**src/rtl/beta_mem_pkg.sv**
```systemverilog
// Shared types and address helpers for the Beta main-memory arbiter.
// Memory words are 4 bytes wide. A byte address is in range when no bit above the word index is set.
package beta_mem_pkg;

    localparam int DEFAULT_MEM_AW = 16;

    typedef enum logic [1:0] {
        PORT_NONE = 2'd0,
        PORT_I    = 2'd1,
        PORT_D    = 2'd2
    } port_id_t;

    function automatic logic [31:0] word_addr(input logic [31:0] addr);
        return addr >> 2;
    endfunction

    function automatic logic in_range(input logic [31:0] addr, input int aw);
        return (addr >> (aw + 2)) == 32'd0;
    endfunction

endpackage

```
**src/rtl/beta_mem_starve_ctr.sv**
```systemverilog
// Counts consecutive cycles in which a pending fetch is refused.
// The count saturates at STARVE_LIMIT, and at_limit_o then lets the fetch win.
module beta_mem_starve_ctr #(
    parameter int STARVE_LIMIT = 4
) (
    input  logic clk,
    input  logic rst,
    input  logic req_i,
    input  logic gnt_i,
    output logic at_limit_o
);

    localparam logic [3:0] LIMIT = 4'(STARVE_LIMIT);

    logic [3:0] cnt_q, cnt_d;

    // NOTE: assign a default before any branch so the combinational block cannot infer a latch.
    always_comb begin
        cnt_d = 4'd0;
        if (req_i && !gnt_i) begin
            cnt_d = (cnt_q == LIMIT) ? cnt_q : cnt_q + 4'd1;
        end
    end

    // NOTE: state registers use non-blocking assignments so every flop samples pre-edge values.
    always_ff @(posedge clk or posedge rst) begin
        if (rst) begin
            cnt_q <= 4'd0;
        end else begin
            cnt_q <= cnt_d;
        end
    end

    assign at_limit_o = (cnt_q == LIMIT);

endmodule

```
**src/rtl/beta_mem_arbiter.sv**
```systemverilog
// Lets the Beta fetch port and data port share one single-ported, synchronous-read memory.
// The data port has priority. A starvation guard bounds fetch latency. Read data goes back one cycle after the grant.
module beta_mem_arbiter
    import beta_mem_pkg::*;
#(
    parameter int DATA_W       = 32,
    parameter int MEM_AW       = DEFAULT_MEM_AW,
    parameter int STARVE_LIMIT = 4
) (
    input  logic              clk,
    input  logic              rst,
    input  logic              i_req,
    input  logic [31:0]       i_addr,
    output logic              i_gnt,
    output logic              i_rvalid,
    output logic [DATA_W-1:0] i_rdata,
    input  logic              d_req,
    input  logic              d_we,
    input  logic [31:0]       d_addr,
    input  logic [DATA_W-1:0] d_wdata,
    output logic              d_gnt,
    output logic              d_rvalid,
    output logic [DATA_W-1:0] d_rdata,
    output logic              d_err,
    output logic              mem_en,
    output logic              mem_we,
    output logic [MEM_AW-1:0] mem_addr,
    output logic [DATA_W-1:0] mem_wdata,
    input  logic [DATA_W-1:0] mem_rdata
);

    logic i_oor, d_oor, starved, pick_i, pick_d;

    assign i_oor = !in_range(i_addr, MEM_AW);
    assign d_oor = !in_range(d_addr, MEM_AW);

    beta_mem_starve_ctr #(.STARVE_LIMIT(STARVE_LIMIT)) u_starve (
        .clk       (clk),
        .rst       (rst),
        .req_i     (i_req),
        .gnt_i     (i_gnt),
        .at_limit_o(starved)
    );

    // The fetch port wins only when it is alone or when it has waited the limit.
    assign pick_i = i_req && (!d_req || starved);
    assign pick_d = d_req && !pick_i;

    assign i_gnt     = pick_i && !rst;
    assign d_gnt     = pick_d && !rst;
    assign d_err     = d_gnt && d_oor;
    assign mem_en    = (i_gnt && !i_oor) || (d_gnt && !d_oor);
    assign mem_we    = d_gnt && d_we && !d_oor;
    assign mem_addr  = pick_d ? MEM_AW'(word_addr(d_addr)) : MEM_AW'(word_addr(i_addr));
    assign mem_wdata = d_wdata;

    port_id_t          rd_owner_q, rd_owner_d;
    logic              rd_oor_q, rd_oor_d;
    logic [DATA_W-1:0] i_rdata_q, d_rdata_q, rd_fresh;

    always_comb begin
        rd_owner_d = PORT_NONE;
        rd_oor_d   = 1'b0;
        if (i_gnt) begin
            rd_owner_d = PORT_I;
            rd_oor_d   = i_oor;
        end else if (d_gnt && !d_we) begin
            rd_owner_d = PORT_D;
            rd_oor_d   = d_oor;
        end
    end

    // An out-of-range read never touched memory, so it returns zero.
    assign rd_fresh = rd_oor_q ? '0 : mem_rdata;
    assign i_rvalid = !rst && (rd_owner_q == PORT_I);
    assign d_rvalid = !rst && (rd_owner_q == PORT_D);
    assign i_rdata  = i_rvalid ? rd_fresh : i_rdata_q;
    assign d_rdata  = d_rvalid ? rd_fresh : d_rdata_q;

    always_ff @(posedge clk or posedge rst) begin
        if (rst) begin
            rd_owner_q <= PORT_NONE;
            rd_oor_q   <= 1'b0;
            i_rdata_q  <= '0;
            d_rdata_q  <= '0;
        end else begin
            rd_owner_q <= rd_owner_d;
            rd_oor_q   <= rd_oor_d;
            if (i_rvalid) i_rdata_q <= rd_fresh;
            if (d_rvalid) d_rdata_q <= rd_fresh;
        end
    end

endmodule
```
**config.mk**
```make
export PLATFORM = sky130hd
export DESIGN_NAME = beta_mem_arbiter
export DESIGN_NICKNAME = d
export VERILOG_FILES = /design/src/rtl/beta_mem_pkg.sv /design/src/rtl/beta_mem_starve_ctr.sv /design/src/rtl/beta_mem_arbiter.sv
export SDC_FILE = /design/constraint.sdc
export NUM_CORES = 1
export LEC_CHECK = 0
export ABC_AREA = 1
export BUFFER_PORTS_ARGS = -buffer_cell sky130_fd_sc_hd__buf_2
export CAP_MARGIN = 20
export CORE_MARGIN = 2
export CORE_UTILIZATION = 30
export DETAILED_ROUTE_END_ITERATION = 7
export HOLD_SLACK_MARGIN = 0.08
export PLACE_DENSITY = 0.63
export SYNTH_ARGS = -nofsm -noshare
export SYNTH_HDL_FRONTEND = slang
export SYNTH_SLANG_ARGS = --single-unit
```
**constraint.sdc**
```tcl
create_clock -name clk -period 6.8 [get_ports clk]
set_input_delay 1.36 -clock clk [delete_from_list [all_inputs] [get_ports clk]]
set_output_delay 1.36 -clock clk [all_outputs]
set_load 0.1 [all_outputs]
```
Yosys cells after proc, flatten, opt, wreduce, memory -nomap -nowiden
Index checks and enable logic that the tools add are counted.
- bits in registers: 71
- latch bits: 0
- bits in writable memories: 0
- memory bits (read-only): 0
- bits of input ports: 133
- output and inout bits: 119
- memories: 0
- add/sub/neg operators: 1
- $mul: 0
- div/mod/pow operators: 0
- magnitude comparators: 0
- eq/ne operators: 4
- shifts and indexed selects: 0
- mux-type cells: 10
- bitwise operators: 0
- reductions and logical operators: 24
- operators by type and width (operator ; number):
    32-bit two-way mux ; 3
    32-bit zero test ; 2
    16-bit two-way mux ; 1
    1-bit logical AND ; 13
    4-bit two-way mux ; 2
    1-bit zero test ; 7
    4-bit by 1-bit adder with 4-bit output, second input constant ; 1
    4-bit by 3-bit == test with 1-bit output, second input constant ; 1
    2-bit two-way mux ; 2
    2-bit by 1-bit == test with 1-bit output, second input constant ; 1
    2-bit == test, second input constant ; 1
    1-bit logical OR ; 2
    1-bit two-way mux ; 2
    2-bit != test, second input constant ; 1

Logic depth before layout (Yosys ltp)
Gate-level depths: netlist of the first run.
- depth after elaboration: 9
- mapped depth: 8
- gate-level depth less buffers: 8

Modules after synthesis
A second synthesis of the first run with hierarchy kept.
- cell total of the unflattened synthesis: 507
- area, all modules: 3886.2 sq um
- modules (own cells, without submodules) (module ; instances ; cells an instance ; area an instance (sq um)):
    beta_mem_arbiter ; 1 ; 475 ; 3632.2
    beta_mem_starve_ctr ; 1 ; 32 ; 254.0

Least setup slack after synthesis of the first run
Ideal clock, no wire load.
- path kind: input-to-output
- from: input port rst
- to: output port mem_en
- arrival: 5.330 ns
- required time: 5.440 ns
- slack: 0.110 ns
- stages on the path: 3
- path buffers: 0
- cell sequence: inv_1 nand3_1 o21ai_0
- cells in the longest elaborated chain, start to end: 4
- elaborated cells between the ends (all ways): 6
- ends and longest elaborated chain (what ; RTL line ; source):
    from (decl) ; beta_mem_arbiter.sv:11 ; input logic rst,
    1-bit zero test (no line) * ; - ;
    1-bit logical AND, on equally long branches ; beta_mem_arbiter.sv:49, beta_mem_arbiter.sv:50 ;
    1-bit logical AND ; beta_mem_arbiter.sv:52 ; assign mem_en = (i_gnt && !i_oor) || (d_gnt && !d_oor);
    1-bit logical OR * ; beta_mem_arbiter.sv:52 ;
    to (decl) ; beta_mem_arbiter.sv:25 ; output logic mem_en,
Mark *: on every way between the ends. The rest lies on a longest branch, timed or not.

Worst setup path after layout of the first run
- from: input port rst
- to: output port i_rdata[26]
- cells in the longest elaborated chain, start to end: 3
- ends and longest elaborated chain (what ; RTL line ; source):
    1-bit zero test (no line) ; - ;
    1-bit logical AND ; beta_mem_arbiter.sv:75 ; assign i_rvalid = !rst && (rd_owner_q == PORT_I);
    32-bit two-way mux ; beta_mem_arbiter.sv:77 ; assign i_rdata = i_rvalid ? rd_fresh : i_rdata_q;
    to (decl) ; beta_mem_arbiter.sv:16 ; output logic [DATA_W-1:0] i_rdata,
No other way between the ends.

==> reports/metrics.csv, run 1 <==
metric;value;unit
Layout Skew;0.004703;ns
Root Buffer;clkbuf_16;
Diodes inserted;0;
global placement routability congestion;0.7267;
Starting Density;30.78;%
GR Util met2;26.08;%
setup TNS;0;ns
Die ar.;13280;sq um
Syn Inst Count;430;
Post-synth EDFFs;0;
num ports;252;
static leakage;2.690;nW
# hold bufs at CTS;0;
global routing usage on met1;15.82;%
Max Cap Viol;0;
CTS clk-pin slew, worst paths;0.05;ns
worst slew pin tran;1.071;ns
CTS resizes;0;
crit end category;output pin;
1st-pass router iterations;4;
most common cell after layout, fill and taps aside;buf_2;
pre-CTS WS;1.815;ns
most frequent cells in the layout;buf_2, nand2_1, inv_1;
number of synthesized register bits;71;
Bufs on Longest Clock Path;2;
CTS sink cnt;71;
hpwl dp;7.464;mm
worst hold path class;reg -> reg;
Post-CTS Setup Bufs;0;
Hold Fails Final Rpt;0;
GRT Total Usage;14.40;%
Vias/cell;4.189;
Die Span Y;115.2;microns
number of global-route vias before repair;3111;
port bufs;183;
TritonCTS Buffers;9;
WS Path Type;in -> out;
FFs w/ async S/R, synth;100.0;%
Top FF cell, synth;dfrtp_1;
# DRC;0;
Fin Hold WS;0.4939;ns
status;finished, final reports clean;
row count;40;
insertion delay to the later sink of the worst-skew pair;0.32;ns
area grow syn2layout;28.68;%
Routed wire per std cell;12.86;microns
library cells used by synthesis;25;
sequential share of the synthesized area;47.86;%
power density cells;440.7;nW/um^2
Max H-tree Level;3;
min Tclk post-route;4.647;ns
grt peak-use layer;met2;
worst vdd ir;0.1593;mV
first-pass GRT wire length;14.89;mm
grt ovf;0;
headroom to the max-slew limit;28.43;%
setup ws final;2.153;ns
Post-Syn Nets;565;
RSZ-0062 raised after global routing;false;
Filler Cells Inserted;1242;
met3 Use GR;4.797;%
Avg Cell Area, Syn;8.633;sq um
CP Data Required Time;5.44;ns
Slew Viols, Final;0;
Synth warnings;0;
vias after detailed routing;3150;
CTS tree;yes;
initial DRC count;138;
CP Data Arrival Time;3.29;ns
Core Area;12060;sq um
initial antenna violation count;0;
synthesized area;3712;sq um
fmax;215.2;MHz
crit path launch type;primary input;
chip width;115.2;microns
largest net degree at the start of global routing;72;
# nets final;715;
Final Cycle Share;68.33;%
Final ANT Viol Nets;0;
Post-Route WL;9.672;mm
CP max FO;35;
layout cells sized above 1;40.58;%
Final setup viols;0;
## sequential cells by signal, indices dropped and copies added (netlist names)
name / count
d_rdata_q: 32
i_rdata_q: 32
u_starve.cnt_q: 4
rd_owner_q: 2
rd_oor_q: 1
## metal layers
metal  vias to the layer above  wire, microns
li1                       1571              -
met1                      1429           3771
met2                       142           5047
met3                         8            730
met4                         0            121
met5                         -              0
## critical path, stage by stage
cell	delay [ns]
buf_2	0.17
nor3_4	0.49
buf_8	0.23
buf_4	0.31
nand2_1	0.09
o21ai_0	0.13
buf_2	0.48
## path summary, 6_finish.rpt
kind | from | to | slack [ns] | cells after the start
max in group asynchronous | rst | i_rdata_q[4] | 4.77 | 3
hold reg to reg | d_rdata_q[3] | d_rdata_q[3] | 0.49 | 1
setup / recovery | rst | i_rdata[26] | 2.15 | 7
setup reg to reg | rd_owner_q[0] | d_rdata_q[13] | 4.84 | 4
hold / removal | d_rdata_q[3] | d_rdata_q[3] | 0.49 | 1
min in group asynchronous | rst | u_starve.cnt_q[0] | 1.43 | 3
## cell usage after synthesis (2+ instances only)
cell type | count | area, sq um
clkbuf_1 | 3 | 11.26
buf_6 | 9 | 101.4
a21oi_1 | 3 | 15.01
nand4_1 | 2 | 12.51
inv_1 | 78 | 292.8
nand2_1 | 96 | 360.4
dfrtp_1 | 71 | 1777
clkbuf_8 | 2 | 27.53
nor2_1 | 51 | 191.4
ha_1 | 2 | 25.02
o21ai_1 | 2 | 10.01
nand3_1 | 4 | 20.02
nor3_1 | 3 | 15.01
mux2_2 | 31 | 349.1
buf_4 | 33 | 247.7
o21ai_0 | 31 | 155.2
## kinds of logic (layout without fill, tap and decap cells)
group | Yosys count | after routing | share of synthesized area (%)
mux | 32 | 32 | 9.808
buf+inv | 126 | 280 | 18.47
compound gates | 37 | 37 | 5.359
fa+ha+maj | 2 | 2 | 0.6740
xor+xnor | 2 | 2 | 0.4719
simple gates | 160 | 160 | 17.36
flops | 71 | 71 | 47.86
## power by group
group / internal, mW / total [mW] / switching (mW)
Sequential: 0.520 / 0.548 / 0.0288
Clock: 0.280 / 0.444 / 0.164
Combinational: 0.164 / 1.11 / 0.949
Total: 0.964 / 2.11 / 1.14
## through the flow
step	total power [mW]	area [sq um]	cells	utilization (%)
floorplan	1.602	3712	430	-
global placement	1.659	4467	735	37.03
detailed placement	1.675	4482	736	37.16
CTS	2.132	4762	751	39.48
global route	2.196	4777	752	39.61
finish	2.105	4777	752	39.61
## cell type report
class,count,area [sq um],area share [%]
inverters,78,292.8,6.129
well taps,168,210.2,4.400
repair buffers,187,960.9,20.12
multi-input cells,233,1256,26.30
clock inverters,4,47.55,0.9953
flip-flops and latches,71,1777,37.19
clock buffers,11,232.7,4.872
(Power assumes the default switching activity.)
==> run 2, diff against run 1 <==
--- a/config.mk
+++ b/config.mk
@@ -5,14 +5,14 @@
 export SDC_FILE = /design/constraint.sdc
 export NUM_CORES = 1
 export LEC_CHECK = 0
-export ABC_AREA = 1
+export ABC_AREA = 0
 export BUFFER_PORTS_ARGS = -buffer_cell sky130_fd_sc_hd__buf_2
 export CAP_MARGIN = 20
 export CORE_MARGIN = 2
 export CORE_UTILIZATION = 30
 export DETAILED_ROUTE_END_ITERATION = 7
 export HOLD_SLACK_MARGIN = 0.08
-export PLACE_DENSITY = 0.63
+export PLACE_DENSITY = 0.66
 export SYNTH_ARGS = -nofsm -noshare
 export SYNTH_HDL_FRONTEND = slang
 export SYNTH_SLANG_ARGS = --single-unit
==> constraint.sdc (replaced) <==
create_clock -name clk -period 3.9 [get_ports clk]
set_input_delay 0.78 -clock clk [delete_from_list [all_inputs] [get_ports clk]]
set_output_delay 0.78 -clock clk [all_outputs]
set_load 0.1 [all_outputs]
==> reports/metrics.csv, run 2 <==
metric;value;unit
sequential group share of total power;25.9;%
Multi-input gate area;1329;sq um
Max Cap Viol;0;
worst hold path class;reg -> reg;
most frequent cells in the layout;buf_2, dfrtp_1, nand2_1;
largest net degree at the start of global routing;72;
Starting Density;30.83;%
area grow syn2layout;29.72;%
Synth warnings;0;
CP max FO;20;
Final setup viols;0;
initial antenna violation count;1;
CP Data Required Time;3.12;ns
CTS tree;yes;
Max H-tree Level;3;
number of synthesized register bits;71;
layout cells sized above 1;51.12;%
leading area contributor after synthesis;dfrtp_1;
# DRC;0;
Storage cell area;1777;sq um
Cell Count Post-Placement;616;
Post-Syn Nets;476;
Yosys top cell area share;50.25;%
GRT Total Usage;15.96;%
CP Data Arrival Time;2.73;ns
port bufs;183;
Die Span Y;112.6;microns
Top FF cell, synth;dfrtp_1;
min Tclk post-route;3.506;ns
clock share of power;26.0;%
Final Cycle Share;89.89;%
Die ar.;12670;sq um
power consumption;3.606;mW
crit path launch type;register;
Sw Ratio;50.71;%
setup ws final;0.3944;ns
fmax;285.3;MHz
Root Buffer;clkbuf_16;
Post-synth EDFFs;0;
FFs w/ async S/R, synth;100.0;%
grt ovf;0;
row count;39;
P_int;1.778;mW
static leakage;2.438;nW
insertion delay to the later sink of the worst-skew pair;0.33;ns
crit end category;output pin;
library cells used by synthesis;31;
Largest regs;d_rdata_q (32), i_rdata_q (32), u_starve.cnt_q (4);
# nets final;619;
power density cells;786.2;nW/um^2
vias after detailed routing;2922;
number of global-route vias before repair;2903;
Routed wire per std cell;15.88;microns
Avg Cell Area, Syn;10.37;sq um
Switching Power;1.829;mW
worst vdd ir;0.3947;mV
global placement routability congestion;0.7860;
Post-Layout Cell Count;633;
Final ANT Viol Nets;0;
Post-Route WL;10.05;mm
worst slew pin tran;0.9368;ns
initial DRC count;142;
Syn Inst Count;341;
chip width;112.6;microns
Layout Skew;0.008964;ns
RSZ-0062 raised after global routing;false;
Comb pwr share;48.1;%
top post-synthesis cells by area;dfrtp_1, buf_4, o21ai_2;
# hold bufs at CTS;0;
synthesized area;3536;sq um
sequential share of the synthesized area;50.25;%
Core Area;11470;sq um
CTS resizes;0;
hpwl dp;7.643;mm
setup TNS;0;ns
headroom to the max-slew limit;37.55;%
status;finished, final reports clean;
Slew Viols, Final;0;
GR Util met2;27.54;%
Vias/cell;4.616;
Hold Fails Final Rpt;0;
Synth top cells by count;dfrtp_1, nand2_1, buf_4, o21ai_1, nand2b_1;
most common cell after layout, fill and taps aside;buf_2;
met3 Use GR;4.698;%
pre-CTS WS;0.5499;ns
CTS clk-pin slew, worst paths;0.05;ns
TritonCTS Buffers;9;
grt peak-use layer;met2;
Bufs on Longest Clock Path;2;
Post-CTS Setup Bufs;0;
global routing usage on met1;16.75;%
1st-pass router iterations;4;
Final Util;40.00;%
Filler Cells Inserted;1141;
num ports;252;
most common cell in the netlist;dfrtp_1;
WS Path Type;reg -> out;
first-pass GRT wire length;15.43;mm
CTS sink cnt;71;
## run 2: power by group through the flow
stage / clock [mW] / sequential [mW] / combinational [mW]
2_1_floorplan: 0 / 0.934 / 1.66
3_3_place_gp: 0 / 0.941 / 1.73
3_5_place_dp: 0 / 0.949 / 1.74
4_1_cts: 0.971 / 0.936 / 1.75
5_1_grt: 0.998 / 0.950 / 1.80
6_report: 0.938 / 0.934 / 1.73
## run 2: kinds of logic (layout without fill, tap and decap cells)
group,Yosys count,in the layout,share of synthesized area (%)
xor+xnor,2,2,0.4955
other cells,0,1,0
flops,71,71,50.25
mux,18,18,5.662
compound gates,70,70,13.48
fa+ha+maj,2,2,0.7076
simple gates,119,119,16.74
buf+inv,59,207,12.67
## run 2: path summary, 6_finish.rpt
kind | from | slack, ns | depth (start not counted) | end
max | u_starve.cnt_q[0] | 0.39 | 6 | mem_addr[12]
min | d_rdata_q[17] | 0.46 | 2 | d_rdata_q[17]
max reg2reg | u_starve.cnt_q[0] | 2.05 | 5 | rd_owner_q[1]
min reg2reg | d_rdata_q[17] | 0.46 | 2 | d_rdata_q[17]
max in group asynchronous | rst | 2.45 | 3 | i_rdata_q[19]
min in group asynchronous | rst | 0.87 | 3 | d_rdata_q[2]
## run 2: routing by layer
layer  vias up  wire (microns)  share of wire [%]
li1       1419               -                  -
met1      1336            3617                 36
met2       145            5222                 52
met3        22             763                7.6
met4         0             450                4.5
met5         -               0                  0
## run 2: final cells by class
cell class / instances / area share [%]
tap: 143 / 3.901
sequential: 71 / 38.73
antenna: 1 / 0.05456
multi-input combinational: 211 / 28.97
clock inverter: 6 / 2.346
timing repair buffer: 184 / 20.13
inverter: 7 / 0.6547
clock buffer: 10 / 5.210
## run 2: per-stage QoR
stage	cell area, sq um	hold slack (ns)
floorplan	3553	0.5650
global placement	4238	0.4457
detailed placement	4238	0.4528
CTS	4584	0.4658
global route	4587	0.4795
finish	4587	0.4593
## run 2: worst max-delay path, cell delays in order (launching register included)
cell,delay (ns)
dfrtp_1,0.42
inv_1,0.07
ha_1,0.22
nand3b_4,0.14
o21ai_2,0.75
mux2_2,0.33
buf_2,0.46
